===== src/rtl/mem_pkg.sv =====
// mem_pkg -- shared definitions for the MEM-stage data-memory access unit.
//   * MIPS load/store opcode constants (instruction bits [31:26])
//   * FSM state enum, access-size enum and decoded-access struct
//   * byte-enable width of the data-memory bus
//   * decodeOp: opcode -> size/sign; isMisaligned: alignment rule
//     (isMisaligned is only called when MEM_ALIGN_CHECK_EN is defined)
package mem_pkg;

  localparam int BE_WIDTH = 4;

  localparam logic [5:0] OP_LB  = 6'h20;
  localparam logic [5:0] OP_LH  = 6'h21;
  localparam logic [5:0] OP_LW  = 6'h23;
  localparam logic [5:0] OP_LBU = 6'h24;
  localparam logic [5:0] OP_LHU = 6'h25;
  localparam logic [5:0] OP_SB  = 6'h28;
  localparam logic [5:0] OP_SH  = 6'h29;
  localparam logic [5:0] OP_SW  = 6'h2B;

  typedef enum logic [1:0] {
    IDLE,
    BUSY,
    DONE
  } memState_t;

  typedef enum logic [1:0] {
    SIZE_BYTE,
    SIZE_HALF,
    SIZE_WORD
  } accessSize_t;

  typedef struct packed {
    accessSize_t size;
    logic        signExt;
  } accessDecode_t;

  // Unknown opcodes fall through to a word access.
  function automatic accessDecode_t decodeOp(input logic [5:0] op);
    accessDecode_t d;
    d.size    = SIZE_WORD;
    d.signExt = 1'b0;
    case (op)
      OP_LB:        begin d.size = SIZE_BYTE; d.signExt = 1'b1; end
      OP_LBU,
      OP_SB:        d.size = SIZE_BYTE;
      OP_LH:        begin d.size = SIZE_HALF; d.signExt = 1'b1; end
      OP_LHU,
      OP_SH:        d.size = SIZE_HALF;
      default:      d.size = SIZE_WORD;
    endcase
    return d;
  endfunction

  // Only the architected halfword/word opcodes are alignment-checked.
  function automatic logic isMisaligned(input logic [5:0] op,
                                        input logic [1:0] addrLo);
    logic bad;
    bad = 1'b0;
    case (op)
      OP_LH, OP_LHU, OP_SH: bad = addrLo[0];
      OP_LW, OP_SW:         bad = |addrLo;
      default:              bad = 1'b0;
    endcase
    return bad;
  endfunction

endpackage


===== src/rtl/mem_lane_align.sv =====
// mem_lane_align -- combinational byte-lane steering (little-endian).
// Store side (request-time inputs):
//   storeSize, storeAddrLo, storeData -> storeWData (replicated), storeBe
// Load side (captured access + memory response):
//   loadSize, loadSigned, loadAddrLo, loadRaw -> loadData (aligned, extended)
module mem_lane_align
  import mem_pkg::*;
(
  input  accessSize_t         storeSize,
  input  logic [1:0]          storeAddrLo,
  input  logic [31:0]         storeData,
  output logic [31:0]         storeWData,
  output logic [BE_WIDTH-1:0] storeBe,
  input  accessSize_t         loadSize,
  input  logic                loadSigned,
  input  logic [1:0]          loadAddrLo,
  input  logic [31:0]         loadRaw,
  output logic [31:0]         loadData
);

  logic [7:0]  laneByte;
  logic [15:0] laneHalf;

  // Halfword lane ignores addr[0]; a word always uses lane 0.
  assign laneByte = loadRaw[{loadAddrLo, 3'b000} +: 8];
  assign laneHalf = loadRaw[{loadAddrLo[1], 4'b0000} +: 16];

  // NOTE: every always_comb output gets a default first so no path can
  // leave it unassigned and infer a latch.
  always_comb begin
    storeWData = storeData;
    storeBe    = '1;
    case (storeSize)
      SIZE_BYTE: begin
        storeWData = {4{storeData[7:0]}};
        storeBe    = BE_WIDTH'(1) << storeAddrLo;
      end
      SIZE_HALF: begin
        storeWData = {2{storeData[15:0]}};
        storeBe    = storeAddrLo[1] ? 4'b1100 : 4'b0011;
      end
      default: ;
    endcase
  end

  always_comb begin
    loadData = loadRaw;
    case (loadSize)
      SIZE_BYTE: loadData = {{24{loadSigned & laneByte[7]}}, laneByte};
      SIZE_HALF: loadData = {{16{loadSigned & laneHalf[15]}}, laneHalf};
      default: ;
    endcase
  end

endmodule


===== src/rtl/mem_access_unit.sv =====
// mem_access_unit -- MEM-stage load/store unit driving a req/ack data memory.
// Parameter MAX_WAIT: BUSY cycles to wait for D_Ack before aborting.
// Optional feature: define MEM_ALIGN_CHECK_EN to abort misaligned
// halfword/word accesses without issuing a memory request.
// Ports:
//   Clock, Reset (synchronous, active-high)
//   MEM_MemRead, MEM_MemWrite, MEM_ALUOut, MEM_RtData, MEM_Instruction
//     - pipeline request (opcode in MEM_Instruction[31:26])
//   Mem_ReadData - aligned/extended load result (0 for writes/aborts)
//   Mem_Stall    - combinational pipeline hold
//   Mem_Error    - one-cycle abort pulse, high in DONE
//   D_Req, D_We, D_Addr, D_WData, D_BE - memory request bus (registered)
//   D_Ack, D_RData - memory response
module mem_access_unit
  import mem_pkg::*;
#(
  parameter int MAX_WAIT = 64
) (
  input  logic                Clock,
  input  logic                Reset,
  input  logic                MEM_MemRead,
  input  logic                MEM_MemWrite,
  input  logic [31:0]         MEM_ALUOut,
  input  logic [31:0]         MEM_RtData,
  input  logic [31:0]         MEM_Instruction,
  output logic [31:0]         Mem_ReadData,
  output logic                Mem_Stall,
  output logic                Mem_Error,
  output logic                D_Req,
  output logic                D_We,
  output logic [31:0]         D_Addr,
  output logic [31:0]         D_WData,
  output logic [BE_WIDTH-1:0] D_BE,
  input  logic                D_Ack,
  input  logic [31:0]         D_RData
);

  localparam int CNT_W = $clog2(MAX_WAIT + 1);

  memState_t     state, stateNext;
  logic [CNT_W-1:0] waitCnt;
  logic          memReq;
  logic          alignFault;
  logic          timeout;
  accessDecode_t reqDec;

  // Access captured at request time, used when D_Ack returns.
  accessSize_t   capSize;
  logic          capSigned;
  logic [1:0]    capAddrLo;
  logic          capWrite;

  logic [31:0]         reqWData;
  logic [BE_WIDTH-1:0] reqBe;
  logic [31:0]         loadData;
  logic                unusedInstr;

  assign memReq      = MEM_MemRead | MEM_MemWrite;
  assign reqDec      = decodeOp(MEM_Instruction[31:26]);
  assign unusedInstr = ^MEM_Instruction[25:0];
  assign timeout     = (state == BUSY) && !D_Ack &&
                       (waitCnt == CNT_W'(MAX_WAIT - 1));

`ifdef MEM_ALIGN_CHECK_EN
  assign alignFault = isMisaligned(MEM_Instruction[31:26], MEM_ALUOut[1:0]);
`else
  assign alignFault = 1'b0;
`endif

  mem_lane_align uLaneAlign (
    .storeSize  (reqDec.size),
    .storeAddrLo(MEM_ALUOut[1:0]),
    .storeData  (MEM_RtData),
    .storeWData (reqWData),
    .storeBe    (reqBe),
    .loadSize   (capSize),
    .loadSigned (capSigned),
    .loadAddrLo (capAddrLo),
    .loadRaw    (D_RData),
    .loadData   (loadData)
  );

  assign Mem_Stall = (state == BUSY) || ((state == IDLE) && memReq);

  // NOTE: sequential state uses non-blocking assignments so every register
  // samples pre-edge values regardless of statement order.
  always_ff @(posedge Clock) begin
    if (Reset) state <= IDLE;
    else       state <= stateNext;
  end

  always_comb begin
    stateNext = state;
    case (state)
      IDLE:    if (memReq) stateNext = alignFault ? DONE : BUSY;
      BUSY:    if (D_Ack || timeout) stateNext = DONE;
      DONE:    stateNext = IDLE;
      default: stateNext = IDLE;
    endcase
  end

  always_ff @(posedge Clock) begin
    if (Reset) begin
      D_Req        <= 1'b0;
      D_We         <= 1'b0;
      D_Addr       <= '0;
      D_WData      <= '0;
      D_BE         <= '0;
      Mem_ReadData <= '0;
      Mem_Error    <= 1'b0;
      waitCnt      <= '0;
      capSize      <= SIZE_WORD;
      capSigned    <= 1'b0;
      capAddrLo    <= '0;
      capWrite     <= 1'b0;
    end else begin
      Mem_Error <= 1'b0;
      case (state)
        IDLE: begin
          waitCnt <= '0;
          if (memReq) begin
            if (alignFault) begin
              Mem_Error    <= 1'b1;
              Mem_ReadData <= '0;
            end else begin
              // A simultaneous read+write is performed as the write.
              D_Req     <= 1'b1;
              D_We      <= MEM_MemWrite;
              D_Addr    <= {MEM_ALUOut[31:2], 2'b00};
              D_WData   <= MEM_MemWrite ? reqWData : '0;
              D_BE      <= MEM_MemWrite ? reqBe : '1;
              capSize   <= reqDec.size;
              capSigned <= reqDec.signExt;
              capAddrLo <= MEM_ALUOut[1:0];
              capWrite  <= MEM_MemWrite;
            end
          end
        end
        BUSY: begin
          if (D_Ack) begin
            D_Req        <= 1'b0;
            Mem_ReadData <= capWrite ? '0 : loadData;
          end else if (timeout) begin
            D_Req        <= 1'b0;
            Mem_Error    <= 1'b1;
            Mem_ReadData <= '0;
          end else begin
            waitCnt <= waitCnt + CNT_W'(1);
          end
        end
        default: ;
      endcase
    end
  end

endmodule


===== config.mk =====
export PLATFORM = sky130hd
export DESIGN_NAME = mem_access_unit
export DESIGN_NICKNAME = d
export VERILOG_FILES = /design/src/rtl/mem_pkg.sv /design/src/rtl/mem_lane_align.sv /design/src/rtl/mem_access_unit.sv
export SDC_FILE = /design/constraint.sdc
export NUM_CORES = 1
export LEC_CHECK = 0
export ABC_AREA = 1
export CAP_MARGIN = 20
export CELL_PAD_IN_SITES_DETAIL_PLACEMENT = 1
export CELL_PAD_IN_SITES_GLOBAL_PLACEMENT = 2
export CORE_UTILIZATION = 21
export CTS_CLUSTER_DIAMETER = 80
export DETAILED_ROUTE_END_ITERATION = 8
export PLACE_DENSITY_LB_ADDON = 0.1
export SLEW_MARGIN = 5
export SYNTH_ARGS = -nofsm -noshare
export SYNTH_HDL_FRONTEND = slang
export SYNTH_SLANG_ARGS = --single-unit

===== constraint.sdc =====
create_clock -name Clock -period 1.7 [get_ports Clock]
set_input_delay 0.34 -clock Clock [delete_from_list [all_inputs] [get_ports Clock]]
set_output_delay 0.34 -clock Clock [all_outputs]
set_load 0.05 [all_outputs]

# After elaboration in Yosys (flattened, before gate mapping)

Cells that the tools add are included.
Widths: inputs -> output; s select.

Order comparisons: 0
Eq/ne operators: 15
Reductions and logical operators: 20
Multiply operators: 0
Shifts and indexed selects: 3
Add/subtract/negate cells: 1
Divide/modulo/power cells: 0
Mux-type cells: 22
Bitwise logic cells: 4

Operator list:

| kind                | number |
|---|---|
| $mux 32             | 4 |
| $pmux 32 s2         | 2 |
| $eq 6x6->1 const B  | 6 |
| $shiftx 32x6->16    | 1 |
| $shiftx 32x6->8     | 1 |
| $mux 7              | 2 |
| $pmux 7 s2          | 1 |
| $reduce_or 3->1     | 3 |
| $mux 4              | 2 |
| $pmux 2 s2          | 2 |
| $pmux 4 s2          | 1 |
| $add 7x1->7 const B | 1 |
| $eq 7x6->1 const B  | 1 |
| $eq 2x1->1 const B  | 3 |
| $logic_not 2->1     | 3 |
| $ne 2x2->1 const B  | 3 |
| $reduce_and 2->1    | 3 |
| $reduce_and 3->1    | 2 |
| $mux 1              | 5 |
| $mux 2              | 2 |
| $reduce_bool 2->1   | 2 |
| $shl 1x2->4 const A | 1 |
| $logic_and 1x1->1   | 3 |
| $ne 3x3->1 const B  | 1 |
| 8 further kinds     | 10 |

ROM bits: 0
Input bits: 133
Latch bits: 0
Memory bits (writable): 0
Register bits: 115
Word-level logic and storage cells: 77
Output and inout bits: 104
Memories: 0

# Longest topological paths before layout

Depth after elaboration: 6
Gate-level depth with buffers: 11
Gate-level depth less buffers: 9

# Hierarchy

Synthesis repeated with hierarchy kept, for this count alone.

Cell total of the unflattened synthesis: 766
Area, all modules: 5316.3 um2

By module, submodules not included:

| module          | area each (um2) | instances | cells an instance | sequential area each (um2) |
|---|---|---|---|---|
| mem_access_unit | 4169.0          | 1         | 530               | 2302.2 |
| mem_lane_align  | 1147.4          | 1         | 236               | 0.0 |

# Worst setup path after synthesis

OpenSTA, ideal clock, no wires.

Kind: reg-to-output
From: register state[0]
To: output port Mem_Stall
Arrival time: 1.232 ns
Data required time: 1.360 ns
Buffers on the path: 2
Path slack: 0.128 ns
Cell stages (with the launch flop): 6
Cell sequence: dfxtp_1 nor2_1 o21ai_1 buf_2 buf_2 nand2_1

Longest elaborated chain between the ends: 3
Elaborated cells on any way between the ends: 4
Classes of those cells: eq/ne: 1; reduce/logical: 3

Ends and longest elaborated chain:

| element                | RTL line              | RTL |
|---|---|---|
| start, declared        | mem_access_unit.sv:40 | `memState_t state, stateNext;` |
| start signal, assigned | mem_access_unit.sv:89 | `else state <= stateNext;` |
| $logic_not 2->1        | mem_access_unit.sv:83 | `assign Mem_Stall = (state == BUSY) \|\| ((state == IDLE) && memReq);` |
| $logic_and 1x1->1      | mem_access_unit.sv:83 |  |
| $logic_or 1x1->1 (*)   | mem_access_unit.sv:83 |  |
| end, declared          | mem_access_unit.sv:27 | `output logic Mem_Stall,` |

Every way passes the cells marked *; elsewhere a longest branch is shown, timed or not.

# Final worst setup path

From: input port MEM_MemRead
To: output port Mem_Stall

Longest elaborated chain between the ends: 3

Ends and longest elaborated chain:

| element           | RTL line              | RTL |
|---|---|---|
| start, declared   | mem_access_unit.sv:21 | `input logic MEM_MemRead,` |
| $or 1x1->1        | mem_access_unit.sv:58 | `assign memReq = MEM_MemRead \| MEM_MemWrite;` |
| $logic_and 1x1->1 | mem_access_unit.sv:83 |  |
| $logic_or 1x1->1  | mem_access_unit.sv:83 |  |

Every way passes these cells.

==> results.toml <==
[setup_path]
cp.required_ns = 1.36
crit_path_start = "MEM_MemRead"
startpoint_type = "input port"
path_max_fanout = 6
crit_arrival_ns = 1.32
crit_type = "in -> out"
r2r_start = "waitCnt[1]$_SDFFE_PP0P_"
end_kind = "output port"

[drt]
via_count = 5550
viasPerCell = 4.31
initialDrtViolationCount = 153
finalWirelength_um = 19900
antenna_left = 0
dr.pass1.iters = 4
wire_per_inst_um = 15.4
drc_errors = 0

[placement]
io_buffers = 208
hpwl_um = 14700
dp_slack_ns = -0.158
place.gp.congestion = 0.749
post_dp_cell_area_um2 = 7570

[min_path]
min_from = "Reset"
hold_path_class = "in -> reg"

[timing]
hold_viol = 0
drv_slew = 0
final.period_utilization = 0.975
layout_min_cycle_time_ns = 1.66
fin_ws_ns = 0.0421
finalSetupViolations = 0
fmax_ghz = 0.603
finClkSkew_ns = 0.00853
rsz0062_at_grt = "yes"
finalSetupTns_ns = 0

[grt]
grt_pass1_vias = 5978
grt_use_met1 = 0.187
grt_max_degree = 76
grtUsageTotal = 0.161
grt_pass1_wl_um = 32000
met2_usage = 0.272
use_met3 = 0.0669
antenna_found_initial = 2
grt-ovfl-total = 0
busiest_layer = "met2"

[clock_network]
clock-sinks = 115
cts_buffer_depth = 2
cts-root-buf = "clkbuf_16"
cts_made_buffers = 17
cts_tree = "yes"
ctsHoldBuffers = 0
h-tree-depth = 4
post_cts_buffers = 0
clk_pin_slew_ns = 0.05
insertion_delay_ns = 0.42

[floorplan]
die_area_um2 = 25300
coreArea_um2 = 24200
die_h_um = 159
die_w_um = 159
ios = 237
fp-row-count = 57
start_util = 0.213

[cells_and_area]
num-nets-final = 1083
fin_area_um2 = 8250
drive_above_1_share = 0.205
area_growth_pct = 59.5

[status]
status = "complete, no violations"

[power_and_ir_drop]
p_seq_frac = 0.325
power_density_nw_per_um2 = 1130
pwr-share-comb = 0.245
switching_share = 0.318
p_sw_mw = 2.97
power.internal_mw = 6.37
p_total_mw = 9.34
clkPwrFrac = 0.430
ir_drop_mv = 0.503
power_leakage_nw = 3.50

[synth]
synthCells = 734
yosys.area.top_type_share = 0.445
syn_avg_cell_area_um2 = 7.04
ys_types = 34
yosysTopAreaCell = "dfxtp_1"
yosys_warnings = 0
synth_area_um2 = 5170
synth_area_leaders = "dfxtp_1, nand2_1, a21oi_1"
ys_seq_area_frac = 0.445
synth_seq_cells = 115

[job]
maxCapViolations = 0
-- synthesized netlist by cell type --
master,instances
o21ai_0,46
nand3b_1,1
nand3_4,1
a21oi_1,82
a21oi_2,7
buf_6,3
nand2_1,213
nand3_1,22
nand2_4,4
ha_1,1
clkinv_2,1
nor2_1,109
o211ai_1,24
buf_8,2
inv_1,31
dfxtp_1,115
nor2_8,1
nor2_2,1
o21ai_1,3
buf_1,5
nor3_1,3
buf_2,11
clkinv_4,1
xor2_1,1
buf_4,2
mux2i_1,8
nand4_1,2
nand2_2,2
o21bai_1,1
conb_1,1
or2_1,1
xnor2_1,1
clkbuf_1,23
inv_2,5
-- metrics by stage --
stage | utilization | hold WS (ns) | instances
6_report | 0.340 | 0.427 | 1288
3_5_place_dp | 0.312 | 0.457 | 1254
5_1_grt | 0.340 | 0.436 | 1286
3_3_place_gp | 0.312 | 0.455 | 1254
4_1_cts | 0.340 | 0.422 | 1286
2_1_floorplan | - | 0.462 | 735
-- layout make-up --
cell class | count | area, µm²
repair buffers | 241 | 2210
well taps | 324 | 405
diodes | 2 | 5.00
clock buffers | 19 | 443
inverters | 38 | 149
fillers | 2985 | 16000
flip-flops and latches | 115 | 2300
multi-input cells | 536 | 2530
clock inverters | 13 | 206
-- critical path, cell delays in order --
cell and delay, ns:
clkdlybuf4s50_1 0.44, o21ai_4 0.29, nand2_2 0.08, buf_6 0.16
-- placed cells by master, fill, tap and decap left out, types with 2 or more instances in the layout --
master / instances
buf_12: 11
inv_1: 31
nand2_1: 212
a21oi_1: 81
clkinvlp_4: 2
bufinv_16: 5
o211ai_1: 24
clkdlybuf4s50_1: 104
buf_4: 123
o21ai_0: 46
conb_1: 2
nand2_4: 4
nand2_2: 3
clkinv_4: 3
nand3_1: 21
nor2_1: 108
o21ai_1: 2
dfxtp_1: 114
mux2i_1: 8
nor3_1: 2
nand4_1: 2
clkbuf_16: 17
a21oi_2: 7
clkinv_2: 4
diode_2: 2
inv_2: 5
-- timing repair --
item	CTS	global route
setup endpoints to repair	5	26
pin swaps	1	2
gates resized for setup	7	2
-- per-layer routing --
layer | wire length (µm) | part of all wire | vias to the layer above
met5 | 0 | 0 | -
met4 | 258 | 0.013 | 0
met3 | 1700 | 0.086 | 16
met2 | 9360 | 0.47 | 144
met1 | 8540 | 0.43 | 2589
li1 | - | - | 2801
-- sequential cells by signal (all words and copies together) (netlist names) --
register	count
D_WData	32
Mem_ReadData	32
D_Addr	30
waitCnt	7
D_BE	4
capAddrLo	2
capSize	2
state	2
D_Req	1
Mem_Error	1
capSigned	1
capWrite	1
-- logic make-up (layout without fill, tap and decap cells) --
family	Yosys count	count (layout)	synth area share
muxes	8	8	0.0155
AOI/OAI and AO/OA	163	163	0.175
other	1	4	0.000725
adders and majority gates	1	1	0.00242
buffers and inverters	84	311	0.0750
DFF	115	115	0.445
and+or+nand+nor	360	360	0.283
xor gates and xnor gates	2	2	0.00339
-- path summary, 6_finish.rpt --
path	to	slack (ns)	depth (start not counted)
worst max-delay path	Mem_Stall	0.04	4
worst min-delay path	waitCnt[5]$_SDFFE_PP0P_	0.43	4
worst max register to register	Mem_ReadData[14]$_SDFFE_PP0P_	0.16	9
worst min register to register	Mem_ReadData[17]$_SDFFE_PP0P_	0.46	2
-- power groups by stage --
stage	clock, mW	combinational, mW	sequential, mW
final	4.02	2.29	3.03
after global routing	4.28	2.48	3.06
after CTS	4.16	2.33	3.04
after detailed placement	0	2.32	3.09
after global placement	0	2.29	3.08
after floorplan	0	0.735	3.72
(Power assumes the default switching activity.)
